[src/rtl/pipe_fetch_ctrl.sv]
// pipe_fetch_ctrl: in-order instruction fetch front-end with a circular response buffer.
// Latency: request at t, response at t+k, presented at t+k+1 (t+k when PIPE_FETCH_RESP_BYPASS_EN is defined).
// Backpressure: next_stall holds the buffer; new requests stop once buffer + drop credits are exhausted.
//
// Ports:
//   clk, reset                       clock and synchronous active-high reset
//   sd                               security-domain tag (all other ports share this domain)
//   imemreq_val/rdy/addr             instruction-memory request channel (addr = current PC)
//   imemresp_val/data                in-order response channel, always accepted
//   redirect_val/target              squash from downstream with the new PC
//   next_stall                       stall from downstream stage
//   next_val/pc/inst                 presented instruction to downstream stage
// Optional build macro: PIPE_FETCH_RESP_BYPASS_EN (combinational response-to-output bypass).

module pipe_fetch_ctrl #(
  parameter int unsigned             p_addr_nbits   = 32,
  parameter int unsigned             p_data_nbits   = 32,
  parameter logic [p_addr_nbits-1:0] p_reset_pc     = 32'h00000200,
  parameter int unsigned             p_max_inflight = 2
) (
  input  logic                    clk,
  input  logic                    reset,
  input  logic                    sd,
  output logic                    imemreq_val,
  input  logic                    imemreq_rdy,
  output logic [p_addr_nbits-1:0] imemreq_addr,
  input  logic                    imemresp_val,
  input  logic [p_data_nbits-1:0] imemresp_data,
  input  logic                    redirect_val,
  input  logic [p_addr_nbits-1:0] redirect_target,
  input  logic                    next_stall,
  output logic                    next_val,
  output logic [p_addr_nbits-1:0] next_pc,
  output logic [p_data_nbits-1:0] next_inst
);

  localparam int unsigned PW = $clog2(p_max_inflight);
  localparam int unsigned CW = PW + 1;
  localparam logic [CW:0] CREDIT_LIMIT = (CW+1)'(p_max_inflight);

  // The domain tag carries no logic here; every port is in the same domain.
  logic unused_sd;
  assign unused_sd = sd;

  logic [p_addr_nbits-1:0]   pc_q, pc_d;
  logic [p_max_inflight-1:0] alloc_q, alloc_d;
  logic [p_max_inflight-1:0] filled_q, filled_d;
  logic [p_addr_nbits-1:0]   bpc_q   [p_max_inflight];
  logic [p_data_nbits-1:0]   binst_q [p_max_inflight];
  logic [PW-1:0]             rd_ptr_q, rd_ptr_d;
  logic [PW-1:0]             wr_ptr_q, wr_ptr_d;
  // Oldest allocated-but-unfilled entry; responses return in order so this just walks forward.
  logic [PW-1:0]             fill_ptr_q, fill_ptr_d;
  logic [CW-1:0]             occ_q, occ_d;
  logic [CW-1:0]             drop_q, drop_d;

  logic [CW-1:0] unfilled;
  logic          credit_ok;
  logic          req_fire;
  logic          resp_drop;
  logic          resp_fill;
  logic          head_alloc;
  logic          head_filled;
  logic          deq;

  always_comb begin
    unfilled = '0;
    for (int i = 0; i < int'(p_max_inflight); i++) begin
      unfilled = unfilled + CW'(alloc_q[i] && !filled_q[i]);
    end
  end

  // Credits use registered occupancy only, so a same-cycle dequeue never frees a slot early.
  assign credit_ok    = ({1'b0, occ_q} + {1'b0, drop_q}) < CREDIT_LIMIT;
  assign imemreq_val  = !reset && !redirect_val && credit_ok;
  assign imemreq_addr = pc_q;
  assign req_fire     = imemreq_val && imemreq_rdy;

  assign resp_drop   = imemresp_val && (drop_q != '0);
  assign resp_fill   = imemresp_val && (drop_q == '0) && !redirect_val;
  assign head_alloc  = alloc_q[rd_ptr_q];
  assign head_filled = filled_q[rd_ptr_q];
  assign next_pc     = bpc_q[rd_ptr_q];

`ifdef PIPE_FETCH_RESP_BYPASS_EN
  // An unfilled head is always the fill target, so a live response can be forwarded directly.
  logic head_bypass;
  assign head_bypass = resp_fill && head_alloc && !head_filled;
  assign next_val    = !reset && !redirect_val && head_alloc && (head_filled || head_bypass);
  assign next_inst   = head_filled ? binst_q[rd_ptr_q] : imemresp_data;
`else
  assign next_val    = !reset && !redirect_val && head_alloc && head_filled;
  assign next_inst   = binst_q[rd_ptr_q];
`endif

  assign deq = next_val && !next_stall;

  always_comb begin
    pc_d       = pc_q;
    alloc_d    = alloc_q;
    filled_d   = filled_q;
    rd_ptr_d   = rd_ptr_q;
    wr_ptr_d   = wr_ptr_q;
    fill_ptr_d = fill_ptr_q;
    occ_d      = occ_q;
    drop_d     = drop_q;
    if (redirect_val) begin
      // Every unfilled entry still has a response coming; those become drops.
      // The response landing this cycle is consumed here, hence the subtraction.
      pc_d       = redirect_target;
      alloc_d    = '0;
      filled_d   = '0;
      rd_ptr_d   = '0;
      wr_ptr_d   = '0;
      fill_ptr_d = '0;
      occ_d      = '0;
      drop_d     = drop_q + unfilled - CW'(imemresp_val);
    end else begin
      if (req_fire) begin
        alloc_d[wr_ptr_q]  = 1'b1;
        filled_d[wr_ptr_q] = 1'b0;
        wr_ptr_d           = wr_ptr_q + PW'(1);
        pc_d               = pc_q + p_addr_nbits'(4);
      end
      if (resp_drop) begin
        drop_d = drop_q - CW'(1);
      end
      if (resp_fill) begin
        filled_d[fill_ptr_q] = 1'b1;
        fill_ptr_d           = fill_ptr_q + PW'(1);
      end
      // Applied last so a bypassed head leaves without remaining marked filled.
      if (deq) begin
        alloc_d[rd_ptr_q]  = 1'b0;
        filled_d[rd_ptr_q] = 1'b0;
        rd_ptr_d           = rd_ptr_q + PW'(1);
      end
      occ_d = occ_q + CW'(req_fire) - CW'(deq);
    end
  end

  always_ff @(posedge clk) begin
    if (reset) begin
      pc_q       <= p_reset_pc;
      alloc_q    <= '0;
      filled_q   <= '0;
      rd_ptr_q   <= '0;
      wr_ptr_q   <= '0;
      fill_ptr_q <= '0;
      occ_q      <= '0;
      drop_q     <= '0;
    end else begin
      pc_q       <= pc_d;
      alloc_q    <= alloc_d;
      filled_q   <= filled_d;
      rd_ptr_q   <= rd_ptr_d;
      wr_ptr_q   <= wr_ptr_d;
      fill_ptr_q <= fill_ptr_d;
      occ_q      <= occ_d;
      drop_q     <= drop_d;
    end
  end

  // Payload storage needs no reset; validity lives in alloc/filled.
  always_ff @(posedge clk) begin
    if (req_fire) begin
      bpc_q[wr_ptr_q] <= pc_q;
    end
    if (resp_fill) begin
      binst_q[fill_ptr_q] <= imemresp_data;
    end
  end

  // A response must always match an outstanding request or a pending drop.
  assert property (@(posedge clk) disable iff (reset)
    imemresp_val |-> ((drop_q != '0) || (unfilled != '0)));

endmodule

[config.mk]
export PLATFORM = sky130hd
export DESIGN_NAME = pipe_fetch_ctrl
export DESIGN_NICKNAME = d
export VERILOG_FILES = /design/src/rtl/pipe_fetch_ctrl.sv
export SDC_FILE = /design/constraint.sdc
export NUM_CORES = 1
export LEC_CHECK = 0
export CAP_MARGIN = 25
export CORE_UTILIZATION = 50
export CTS_CLUSTER_DIAMETER = 80
export DETAILED_ROUTE_END_ITERATION = 16
export PLACE_DENSITY = 0.8
export SLEW_MARGIN = 10
export SYNTH_ARGS = -nofsm -noshare
export SYNTH_HDL_FRONTEND = slang
export SYNTH_SLANG_ARGS = --single-unit
[constraint.sdc]
create_clock -name clk -period 5.45 [get_ports clk]
set_clock_uncertainty 0.05 [all_clocks]
set_input_delay 0.8175 -clock clk [delete_from_list [all_inputs] [get_ports clk]]
set_output_delay 0.8175 -clock clk [all_outputs]
set_load 0.02 [all_outputs]
# [Yosys cells after proc, flatten, opt, wreduce, memory -nomap -nowiden]
# Memory sizes are Yosys's and may differ from the RTL's. A register that Yosys moved wholly into a read port is not among the register bits.
# Cells that the tools add are included.
[op_classes] reduce_logical=24 n_lt_le_gt_ge=7 add_sub_neg=11 mux=30 bitwise=7
[op_table] operator="2-to-1 mux 32 bit" n=2
[op_table] operator="adder 32 x 3 -> 32 bit (second input constant)" n=1
[op_table] operator="2-to-1 mux 2 bit" n=10
[op_table] operator="2-to-1 mux 1 bit" n=15
[op_table] operator="logical AND 1 bit" n=14
[op_table] operator="bitwise AND 2 bit" n=3
[op_table] operator="less-than comparator 1 x 2 -> 1 bit (second input constant)" n=3
[op_table] operator="nonzero test 2 bit" n=3
[op_table] operator="logical NOT 1 bit" n=5
[op_table] operator="inverter 2 bit" n=2
[op_table] operator="bitwise OR 2 bit" n=2
[op_table] operator="subtractor 2 x 1 -> 2 bit" n=2
[op_table] operator="adder 1 bit (second input constant)" n=3
[op_table] operator="adder 2 x 2 -> 3 bit" n=1
[op_table] operator="demux 1 bit (select 1 bit)" n=3
[op_table] operator=">= comparator 1 bit (second input constant)" n=3
[op_table] operator="less-than comparator 3 x 2 -> 1 bit (second input constant)" n=1
[op_table] operator="adder 1 x 1 -> 2 bit" n=1
[op_table] operator="adder 2 x 1 -> 2 bit" n=1
[op_table] operator="adder 2 bit" n=1
[op_table] operator="logical NOT 2 bit" n=1
[op_table] operator="OR reduction 2 bit" n=1
[op_table] operator="subtractor 2 x 1 -> 2 bit (second input constant)" n=1
[word_totals] mem_bits_rw=128 in_bits=71 out_inout_bits=98 memories=2 word_cells=89 reg_bits=43
[memory_table] name="binst_q" depth=2 word_bits=32 read_ports=1 rd_ports_with_merged_regs=1 write_ports=1 line_no="49" rtl="logic [p_data_nbits-1:0] binst_q [p_max_inflight];"
[memory_table] name="bpc_q" depth=2 word_bits=32 read_ports=1 rd_ports_with_merged_regs=1 write_ports=1 line_no="48" rtl="logic [p_addr_nbits-1:0] bpc_q [p_max_inflight];"

# [Depth between registers and ports, before layout]
# Gate-level depths: netlist of run 1.
[depth] word_depth=13 depth_mapped=12

# [Worst setup path after synthesis of run 1]
# No wires, ideal clock.
[synth_path] path_type="in2reg" start="in redirect_val" end="mem binst_q[1][0], enable pin" stages=2 t_arrival_ps=3474 setup_time_ps=470 path_slack_ps=1456 n_path_buf=1 path_cell_list="clkbuf_1 > nor3b_1"
[synth_via] elab_chain_cells=4
[synth_lines] element="start, declared" line_no="29" rtl="input logic redirect_val,"
[synth_lines] element="logical NOT 1 bit" line_no="80" rtl="assign resp_fill = imemresp_val && (drop_q == '0) && !redirect_val;"
[synth_lines] element="logical AND 1 bit" line_no="80"
[synth_lines] element="2-to-1 mux 1 bit" line_no="169" rtl="if (resp_fill) begin"
[synth_lines] element="2-to-1 mux 1 bit (not written as such)" line_no="170" rtl="binst_q[fill_ptr_q] <= imemresp_data;"
[synth_lines] element="end, declared" line_no="49"
# No other way between the ends.

# [Worst setup path after layout of run 1]
[layout_path] start="in reset" end="out next_val"
[layout_via] elab_chain_cells=4
[layout_lines] element="start, declared" line_no="22" rtl="input logic reset,"
[layout_lines] element="logical NOT 1 bit" line_no="92" rtl="assign next_val = !reset && !redirect_val && head_alloc && head_filled;"
[layout_lines] element="logical AND 1 bit (3 in a row)" line_no="92"
[layout_lines] element="end, declared" line_no="32" rtl="output logic next_val,"
# No other way between the ends.

==> metrics.md, run 1 <==
| Metric | Value |
|---|---|
| Area of the multi-input gates | ~0.0022 mm² |
| CTS root buf | clkbuf_16 |
| Final hold vios | 0 |
| CTS tree | yes |
| Cell taking the most area after synthesis | edfxtp_1 |
| Yosys cell types | 52 |
| P per Cell Area | 315 mW/mm² |
| Leakage Power | approximately 3.2 nW |
| Cell depth of the worst hold path | 0 |
| R2r startpoint | drop_q[0] |
| Final Util | between 70% and 80% |
| Min Tclk post-route | between 3 and 4 ns |
| RR Endpoint | bpc_q[1][28] |
| Outcome | finished, final reports clean |
| Syn avg cell area | 14.0 µm² |
| Reg2Reg Depth | 7 |
| Ys Warns | 0 |
| Uppermost layer routed | met4 |
| Largest net degree at the start of global routing | 37 |
| Dpl hpwl | approximately 11000 µm |
| Num CTS Buffers | 17 |
| Seq/Total Area, Yosys | 67.1% |
| Total grt overflow | 0 |
| Req. time, crit path | between 4 and 5 ns |
| Synth top area cells | edfxtp_1 55%, dfxtp_1 13%, mux2_2 10% |
| EDFF count, synth | around 130 |
| H-tree depth | 4 |
| Clk_lat worst skew | between 0.4 and 0.5 ns |
| Crit. End Element | output port |
| Nets@finish | 751 |
| # hold bufs at CTS | 0 |
| Final WL | 15600 µm |
| # Post-CTS Setup Buffers | 0 |
| RSZ-0062 raised after global routing | no |
| Commonest non-fill, non-tap cells in the layout | 167 x clkdlybuf4s50_1, 128 x edfxtp_1, 64 x mux2_2, 43 x dfxtp_1, 36 x nor2_1 |
| CTS sink count | between 150 and 200 |
| Worst VDD drop | 185 µV |
| Gpl congestion | roughly 0.83 |
| Fillers | 941 |
| Global-route wire length before repair | around 24000 µm |
| Commonest non-fill, non-tap cell in the layout | clkdlybuf4s50_1 |
| Post-Synthesis Cells | around 500 |
| Critical path arrival | 2.82 ns |
| Initial Utilization | a little over half |
| Setup TNS | 0 ns |
| Type of origin of the critical path | input port |
| Core Rows | 42 |
| Chip width | 121 µm |
| Synth Register Bits | roughly 170 |
| DR WL/cell | roughly 18 µm |
| Layout area overhead | 35.9% |
| Final period util | between 60 and 70% |
| DP Worst Slack | approximately 1.4 ns |
| Async set-reset flop share out of synthesis | 0% |
| Setup-failing EPs final | 0 |
| Sequential cell area | 0.00473 mm² |
| Max_cap viols | 0 |
| Hold EP | bpc_q[0][0] |
| Core area | ~0.014 mm² |
| Vias in the first global route | ~4600 |
| Predominant post-synthesis flop cell | edfxtp_1 |
| GRT Total Usage | between 20% and 30% |
| Port bufs | between 150 and 200 |
| Starting DRT DRC Count | 320 |
| Hold path start | imemreq_addr[0] |
| Final critical-path setup slack | approximately 1.8 ns |
| WL met2 | a little under 8000 µm |
| F_max | 0.271 GHz |
| Initial antenna violation count | 0 |
| Worst hold path type | register to register |
| Worst hold slack | about 0.44 ns |
| Worst-Margin Slew | between 0.8 and 0.9 ns |
| DRT met1 WL | approximately 6700 µm |
| Total power | ~0.003 W |
| Reg2Reg Setup Slack | between 2 and 2.5 ns |
| Share of Yosys cell area claimed by the top area cell type | between 50% and 60% |
| Full die area | 0.0146 mm² |
| DIE HEIGHT | 121 µm |
| Post_cts resized | 0 |
| Post-route ant nets | 0 |
| Mapped Area | 0.00704 mm² |
| DR WL met3 | 746 µm |
| Share of layout cells above drive strength 1 | between 10% and 20% |
| Mean number of vias per cell | 5.44 |
| Reg clk slew, reported paths | around 0.060 ns |
| Final Max Slew Viols | 0 |
| DR vias | between 4000 and 5000 |
| DR pass1 iterations | 4 |
| Top-level I/O count | 169 |
| DRC Markers | 0 |
| ANT cells | 0 |
| CP max FO | 36 |
| Clock Tree Buf Depth | 2 |
| WS Path Type | input port to output port |
| Relative slew slack | a little over two fifths |
| Syn Nets | 579 |
-- Yosys cell counts, drive strengths merged (2+ instances only) --
cell    number
nand4       10
clkbuf      19
edfxtp     128
buf          5
nor2        38
or2          2
a31oi        3
nand3       17
dfxtp       44
inv         10
or3          6
xnor2       21
fa           2
nand2       28
a211oi      16
and3         4
or4b         2
mux2i        6
o21ai        8
a22oi        2
nor3         6
o211ai       2
or4          3
and2         3
nor4        10
xor2         6
nand2b       3
and4         2
ha           5
a21oi       13
nor2b        2
mux2        64
-- stage by stage --
step	std cells	instance area, µm²
after floorplan	501	7040
after global placement	828	8920
after detailed placement	829	8930
after CTS	861	9530
after global routing	862	9560
final	862	9560
-- cell type report --
type | instances | share of cell area, %
repair buffers | 177 | 18.6
well taps | 176 | 2.30
inverters | 10 | 0.393
flip-flops and latches | 172 | 49.4
clock buffers | 18 | 4.49
clock inverters | 14 | 1.78
multi-input cells | 295 | 23.0
-- flip-flops by register name, summed over array words and instances (netlist names), named ones only --
signal / count
rd_ptr_q: 1
fill_ptr_q: 1
imemreq_addr: 32
filled_q: 2
binst_q: 64
drop_q: 2
wr_ptr_q: 1
occ_q: 2
bpc_q: 64
alloc_q: 2
-- where the power goes --
group / switching, W / total [W] / internal (W) / leakage (nW)
clock: 0.000499 / 0.00122 / 0.000722 / 0.283
sequential: 0.0000396 / 0.00150 / 0.00146 / 1.53
combinational: 0.000142 / 0.000293 / 0.000152 / 1.40
total: 0.000680 / 0.00301 / 0.00233 / 3.21
-- critical path: stages --
cell	delay [ns]
clkdlybuf4s50_1	0.46
buf_4	0.39
or2_1	0.48
nor2_1	0.11
clkdlybuf4s50_1	0.56
-- how the worst max path moves through the flow --
stage	from	end	cells past startpoint
6_report	reset	next_val	5
3_5_place_dp	reset	bpc_q[0][30]	6
3_3_place_gp	reset	bpc_q[0][12]	6
2_1_floorplan	redirect_val	binst_q[1][0]	2
5_1_grt	register	next_pc[0]	3
4_1_cts	register	next_pc[0]	3
-- layer usage --
| layer | track usage, % | vias up |
|---|---|---|
| met2 | 35.7 | 158 |
| li1 | - | 2226 |
| met4 | 9.95 | 0 |
| met5 | 0 | - |
| met3 | 4.58 | 32 |
| met1 | 28.2 | 2274 |
-- logic make-up after synthesis --
family | Yosys count | synth area share [%]
AND/OR/NAND/NOR | 139 | 10.1
AO/OA/AOI/OAI | 52 | 4.91
multiplexers | 70 | 11.1
flip-flops | 172 | 67.1
XOR/XNOR | 27 | 3.36
buffers and inverters | 34 | 1.94
adder cells (fa/ha/maj) | 7 | 1.46
Note: power is estimated with default switching activity, not from simulation.
==> inputs of run 2 (changes only) <==
- CORE_UTILIZATION: 50 -> 45
- PLACE_DENSITY: 0.8 -> 0.76
- clock period: 5.45 -> 3 ns (I/O delays scaled with it)
==> run 2 against run 1 <==
Via count grew 2.9%. Wire length grew 3.9%. Clock power grew 89%. Critical path type is now register to register. Die area grew 11%. First-iteration DRC count shrank 1.3%. Hold slack gained 0.0021 ns. Highest routed layer unchanged. Clock-buffer cell count shrank 1. Final area grew 1.6%. Sequential share of layout area shrank 0.73 points. Worst setup slack lost 1.7 ns. Non-clock buffer count grew 9.
==> metrics.md, run 2 (synthesized netlist as in run 1, its figures left out) <==
| Metric | Value |
|---|---|
| Outcome | finished, final reports clean (unchanged) |
| Final period util | between 90% and 100% |
| Crit. End Element | register (was output port) |
| Switch share | 22.2% (was 22.6%) |
| R2r startpoint | occ_q[0] (was drop_q[0]) |
| Global-route wire length before repair | 25800 µm (was 23900 µm) |
| Top-level I/O count | 169 (unchanged) |
| Uppermost layer routed | met4 (unchanged) |
| Cell depth of the worst hold path | 0 (unchanged) |
| Final Max Slew Viols | 0 (unchanged) |
| CP max FO | 3 (was 36) |
| Reg clk slew, reported paths | 0.07 ns (was 0.06 ns) |
| Max_cap viols | 0 (unchanged) |
| Hold path start | imemreq_addr[0] (unchanged) |
| DR WL/cell | 17.9 µm (was 18.2 µm) |
| # hold bufs at CTS | 0 (unchanged) |
| DP Worst Slack | 0.0801 ns (was 1.43 ns) |
| Commonest non-fill, non-tap cells in the layout | 166 x clkdlybuf4s50_1, 128 x edfxtp_1, 64 x mux2_2, 42 x dfxtp_1, 36 x nor2_1 (was 167 x clkdlybuf4s50_1, 128 x edfxtp_1, 64 x mux2_2, 43 x dfxtp_1, 36 x nor2_1) |
| Share of layout cells above drive strength 1 | 18.3% (was 16.8%) |
| RSZ-0062 raised after global routing | no (unchanged) |
| Num CTS Buffers | 17 (unchanged) |
| Core Rows | 45 (was 42) |
| Full die area | 0.0161 mm² (was 0.0146 mm²) |
| CTS sink count | 172 (unchanged) |
| Vias in the first global route | 4965 (was 4625) |
| Layout area overhead | 38.0% (was 35.9%) |
| Final critical-path setup slack | 0.108 ns (was 1.76 ns) |
| Slowest stage delay, CP | 0.61 ns (was 0.56 ns) |
| Worst VDD drop | 403 µV (was 185 µV) |
| Reg2Reg Setup Slack | 0.11 ns (was 2.10 ns) |
| Total power | 0.00555 W (was 0.00301 W) |
| Clock group share of total power | 41.4% (was 40.6%) |
| Net Sw Power | 0.00123 W (was 0.000680 W) |
| Critical path arrival | 3.19 ns (was 2.82 ns) |
| Initial Utilization | 46.1% (was 52.1%) |
| DRC Markers | 0 (unchanged) |
| Worst hold path type | register to register (unchanged) |
| DR WL met3 | 790 µm (was 746 µm) |
| CP Cell Sequence | and2_1 -> fa_1 -> or4b_4 -> or4_4 -> nor4_4 -> xnor2_1 -> a211oi_2 (was clkdlybuf4s50_1 -> buf_4 -> or2_1 -> nor2_1 -> clkdlybuf4s50_1) |
| P per Cell Area | 572 mW/mm² (was 315 mW/mm²) |
| Type of origin of the critical path | register (was input port) |
| Setup TNS | 0 ns (unchanged) |
| Reg2Reg Depth | 7 (unchanged) |
| Mean number of vias per cell | 5.32 (was 5.44) |
| ANT cells | 0 (unchanged) |
| WS Path Type | register to register (was input port to output port) |
| DRT met1 WL | 6790 µm (was 6680 µm) |
| Final hold vios | 0 (unchanged) |
| Worst-Margin Slew | 0.470 ns (was 0.858 ns) |
| Total grt overflow | 0 (unchanged) |
| Final WL | 16300 µm (was 15600 µm) |
| Nets@finish | 760 (was 751) |
| Starting DRT DRC Count | 316 (was 320) |
| Gpl congestion | 0.847 (was 0.833) |
| Req. time, crit path | 3.30 ns (was 4.58 ns) |
| CTS tree | yes (unchanged) |
| Clk_lat worst skew | 0.43 ns (was 0.42 ns) |
| Final Util | 63.7% (was 70.8%) |
| DR vias | 4824 (was 4690) |
| Initial antenna violation count | 0 (unchanged) |
| H-tree depth | 4 (unchanged) |
| Clock Tree Buf Depth | 2 (unchanged) |
| Largest net degree at the start of global routing | 36 (was 37) |
| Min Tclk post-route | 2.89 ns |
| Setup-failing EPs final | 0 (unchanged) |
| Internal power | 0.00432 W (was 0.00233 W) |
| DR pass1 iterations | 5 (was 4) |
| F_max | ~0.35 GHz |
| CTS root buf | clkbuf_16 (unchanged) |
| Chip width | 127 µm (was 121 µm) |
| GRT Total Usage | 21.0% (was 21.9%) |
| DIE HEIGHT | 127 µm (was 121 µm) |
| RR Endpoint | imemreq_addr[29] (was bpc_q[1][28]) |
| Post-route ant nets | 0 (unchanged) |
| Slowest-stage cell, CP | or4_4 (was clkdlybuf4s50_1) |
| Hold EP | bpc_q[1][0] (was bpc_q[0][0]) |
| Seq pwr share | 48.9% (was 49.7%) |
| Port bufs | 167 (unchanged) |
| Leakage Power | 3.33 nW (was 3.21 nW) |
| Dpl hpwl | 10900 µm (was 10500 µm) |
| Relative slew slack | 68.7% (was 42.8%) |
| WL met2 | 8430 µm (was 7810 µm) |
| Commonest non-fill, non-tap cell in the layout | clkdlybuf4s50_1 (unchanged) |
| Core area | 0.0153 mm² (was 0.0135 mm²) |
| Combinational share of power | 9.7% (was 9.8%) |
run 2: cell types whose count changed in the layout (fill, tap and decap cells not counted), moves of 2 or more:
cell,delta
clkinvlp_4,-3
nor4_4,+2
buf_4,+11
inv_6,-2
clkinv_4,+2
run 2: area by class of cell:
type / instances / area (µm²)
fillers: 1166 / 5550
clock buffers: 17 / 425
clock inverters: 15 / 198
multi-input cells: 295 / 2230
repair buffers: 186 / 1830
well taps: 211 / 264
flip-flops and latches: 172 / 4730
inverters: 10 / 37.5
run 2: how the worst max path moves through the flow:
stage	slack (ns)	cells after the start	endpoint	start
after global placement	0.12	7	imemreq_addr[31]	drop_q[0]
after global routing	0.006	7	imemreq_addr[31]	drop_q[0]
after floorplan	0.04	7	bpc_q[1][0]	drop_q[0]
final	0.11	7	imemreq_addr[29]	occ_q[0]
after CTS	0.03	7	imemreq_addr[29]	drop_q[0]
after detailed placement	0.08	7	imemreq_addr[31]	drop_q[0]
run 2: what timing repair did:
action,in CTS,in global routing
buffers inserted,0,0
endpoints found under the setup margin,0,3
resized for setup,0,6
run 2: power groups by stage:
| stage | registers (W) | logic [W] | clock network [W] |
|---|---|---|---|
| floorplan | 0.00278 | 0.000222 | 0 |
| global placement | 0.00276 | 0.000527 | 0 |
| detailed placement | 0.00277 | 0.000536 | 0 |
| CTS | 0.00272 | 0.000541 | 0.00234 |
| global route | 0.00273 | 0.000575 | 0.00243 |
| finish | 0.00272 | 0.000538 | 0.00230 |
run 2: critical path: cells and delay by family (launching register included):
| family | cells | cell delay (ns) |
|---|---|---|
| AND/OR/NAND/NOR | 4 | 1.65 |
| adder cells (fa/ha/maj) | 1 | 0.45 |
| flip-flops | 1 | 0.31 |
| AO/OA/AOI/OAI | 1 | 0.22 |
| XOR/XNOR | 1 | 0.13 |
run 2: layer usage:
| metal | vias to the layer above | global-route usage (%) |
|---|---|---|
| li1 | 2245 | - |
| met1 | 2405 | 26.0 |
| met2 | 154 | 36.0 |
| met3 | 20 | 4.73 |
| met4 | 0 | 7.84 |
| met5 | - | 0 |
run 2: through the flow:
step / std cells / hold slack (ns) / cell area [µm²]
2_1_floorplan: 501 / 0.407 / 7050
3_3_place_gp: 874 / 0.409 / 9060
3_5_place_dp: 874 / 0.425 / 9060
4_1_cts: 906 / 0.437 / 9680
5_1_grt: 906 / 0.454 / 9710
6_report: 906 / 0.443 / 9710
==> inputs of run 3 (changes only) <==
- SETUP_SLACK_MARGIN: default -> 0.1
==> run 3 against run 2 <==
Clock-buffer cell count grew 1. Cell count up 0.22%. Fmax increased by 2.7%. Hold slack improved by 0.0046 ns. Final area shrank 0.15%. Power decreased by 2.8%.
==> metrics.md, run 3 (synthesized netlist as in run 1, its figures left out) <==
| Metric | Value |
|---|---|
| Outcome | finished, final reports clean (unchanged) |
| Global-route wire length before repair | 24800 µm (was 25800 µm) |
| Dpl hpwl | 10600 µm (was 10900 µm) |
| Total grt overflow | 0 (unchanged) |
| Largest net degree at the start of global routing | 65 (was 36) |
| Final hold vios | 0 (unchanged) |
| Num CTS Buffers | 17 (unchanged) |
| Max_cap viols | 0 (unchanged) |
| Initial Utilization | 46.1% (unchanged) |
| Switch share | 23.0% (was 22.2%) |
| Final period util | 93.8% (was 96.4%) |
| Core area | 0.0153 mm² (unchanged) |
| Worst hold path type | register to register (unchanged) |
| Final Max Slew Viols | 0 (unchanged) |
| DRC Markers | 0 (unchanged) |
| Min Tclk post-route | 2.82 ns (was 2.89 ns) |
| Clock Tree Buf Depth | 2 (unchanged) |
| Fillers | 1168 (was 1166) |
| Nets@finish | 762 (was 760) |
| Uppermost layer routed | met4 (unchanged) |
| Starting DRT DRC Count | 303 (was 316) |
| Share of layout cells above drive strength 1 | 19.1% (was 18.3%) |
| DR pass1 iterations | 4 (was 5) |
| CTS tree | yes (unchanged) |
| Initial antenna violation count | 0 (unchanged) |
| Internal power | 0.00416 W (was 0.00432 W) |
| Type of origin of the critical path | register (unchanged) |
| DR vias | 4799 (was 4824) |
| CTS sink count | 172 (unchanged) |
| Setup-failing EPs final | 0 (unchanged) |
| Leakage Power | 3.28 nW (was 3.33 nW) |
| DIE HEIGHT | 127 µm (unchanged) |
| RSZ-0062 raised after global routing | yes (was no) |
| GRT Total Usage | 20.3% (was 21.0%) |
| Worst-Margin Slew | 0.457 ns (was 0.470 ns) |
| H-tree depth | 4 (unchanged) |
| Core Rows | 45 (unchanged) |
| Commonest non-fill, non-tap cell in the layout | clkdlybuf4s50_1 (unchanged) |
| Mean number of vias per cell | 5.29 (was 5.32) |
| Chip width | 127 µm (unchanged) |
| Reg2Reg Setup Slack | 0.18 ns (was 0.11 ns) |
| Layout area overhead | 37.8% (was 38.0%) |
| Reg clk slew, reported paths | 0.06 ns (was 0.07 ns) |
| WL met2 | 8080 µm (was 8430 µm) |
| Net Sw Power | 0.00124 W (was 0.00123 W) |
| Commonest non-fill, non-tap cells in the layout | 166 x clkdlybuf4s50_1, 128 x edfxtp_1, 64 x mux2_2, 42 x dfxtp_1, 36 x nor2_1 (unchanged) |
| Clk_lat worst skew | 0.43 ns (about the same) |
| CTS root buf | clkbuf_16 (unchanged) |
| Design area | 0.00970 mm² (was 0.00971 mm²) |
| Setup TNS | 0 ns (unchanged) |
| Vias in the first global route | 4820 (was 4965) |
| Critical path arrival | 3.12 ns (was 3.19 ns) |
| DR WL met3 | 794 µm (was 790 µm) |
| Placed Area | 0.00909 mm² (was 0.00906 mm²) |
| P per Cell Area | 557 mW/mm² (was 572 mW/mm²) |
| DR WL/cell | 17.5 µm (was 17.9 µm) |
| ANT cells | 0 (unchanged) |
| Post-route ant nets | 0 (unchanged) |
| Final WL | 15900 µm (was 16300 µm) |
| Top-level I/O count | 169 (unchanged) |
| Worst VDD drop | 334 µV (was 403 µV) |
| CP max FO | 4 (was 3) |
| WS Path Type | register to register (unchanged) |
| Port bufs | 167 (unchanged) |
| # Post-CTS Setup Buffers | 0 (unchanged) |
| DRT met1 WL | 6640 µm (was 6790 µm) |
| Full die area | 0.0161 mm² (unchanged) |
| Relative slew slack | 69.6% (was 68.7%) |
| Gpl congestion | 0.830 (was 0.847) |
| Clock group share of total power | 39.7% (was 41.4%) |
| Combinational share of power | 10.0% (was 9.7%) |
| Seq pwr share | 50.3% (was 48.9%) |
| Req. time, crit path | 3.30 ns (about the same) |
| Crit. End Element | register (unchanged) |
| F_max | 0.355 GHz (was 0.346 GHz) |
[run 3: power groups by stage]
| stage | Clock [W] | Combinational (W) | Sequential [W] |
|---|---|---|---|
| after global routing | 0.00228 | 0.000576 | 0.00273 |
| after detailed placement | 0 | 0.000540 | 0.00277 |
| final | 0.00214 | 0.000541 | 0.00272 |
| after floorplan | 0 | 0.000222 | 0.00278 |
| after CTS | 0.00219 | 0.000545 | 0.00272 |
| after global placement | 0 | 0.000529 | 0.00276 |
[run 3: layer usage]
metal | track usage [%] | vias up
li1 | - | 2252
met1 | 24.9 | 2366
met2 | 33.1 | 156
met3 | 5.53 | 25
met4 | 9.94 | 0
met5 | 0 | -
[run 3: final timing paths]
path | from | endpoint | cells past startpoint
hold reg to reg | fill_ptr_q | fill_ptr_q | 2
hold / removal | fill_ptr_q | fill_ptr_q | 2
setup / recovery | drop_q[0] | imemreq_addr[29] | 7
setup reg to reg | drop_q[0] | imemreq_addr[29] | 7
[run 3: cell type report]
class / count / area, µm² / area share, %
Sequential cell: 172 / 4730 / 48.7
Inverter: 10 / 41.3 / 0.426
Tap cell: 211 / 264 / 2.72
Clock buffer: 18 / 429 / 4.43
Timing Repair Buffer: 188 / 1850 / 19.1
Clock inverter: 14 / 145 / 1.50
Multi-Input combinational cell: 295 / 2240 / 23.1
[run 3: timing repair]
action	4_1_cts	5_1_grt
hold buffers	0	0
pin swaps	0	1
resized for setup	3	5
endpoints found under the setup margin	3	5
[run 3: stage by stage]
stage,utilization (%),std cells,setup WS [ns],hold slack [ns],total power [W]
2_1_floorplan,-,501,0.119,0.407,0.00300
3_3_place_gp,59.6,876,0.0999,0.419,0.00329
3_5_place_dp,59.6,876,0.0789,0.419,0.00331
4_1_cts,63.3,908,0.133,0.446,0.00545
5_1_grt,63.6,908,0.0909,0.474,0.00559
6_report,63.6,908,0.185,0.448,0.00540
[run 3: critical path: stages (launching register included)]
cell and delay (ns):
dfxtp_2 0.34, and2_1 0.14, fa_1 0.47, or4b_4 0.53, or4_4 0.59, nor4_4 0.28, xnor2_1 0.11, a211oi_2 0.22
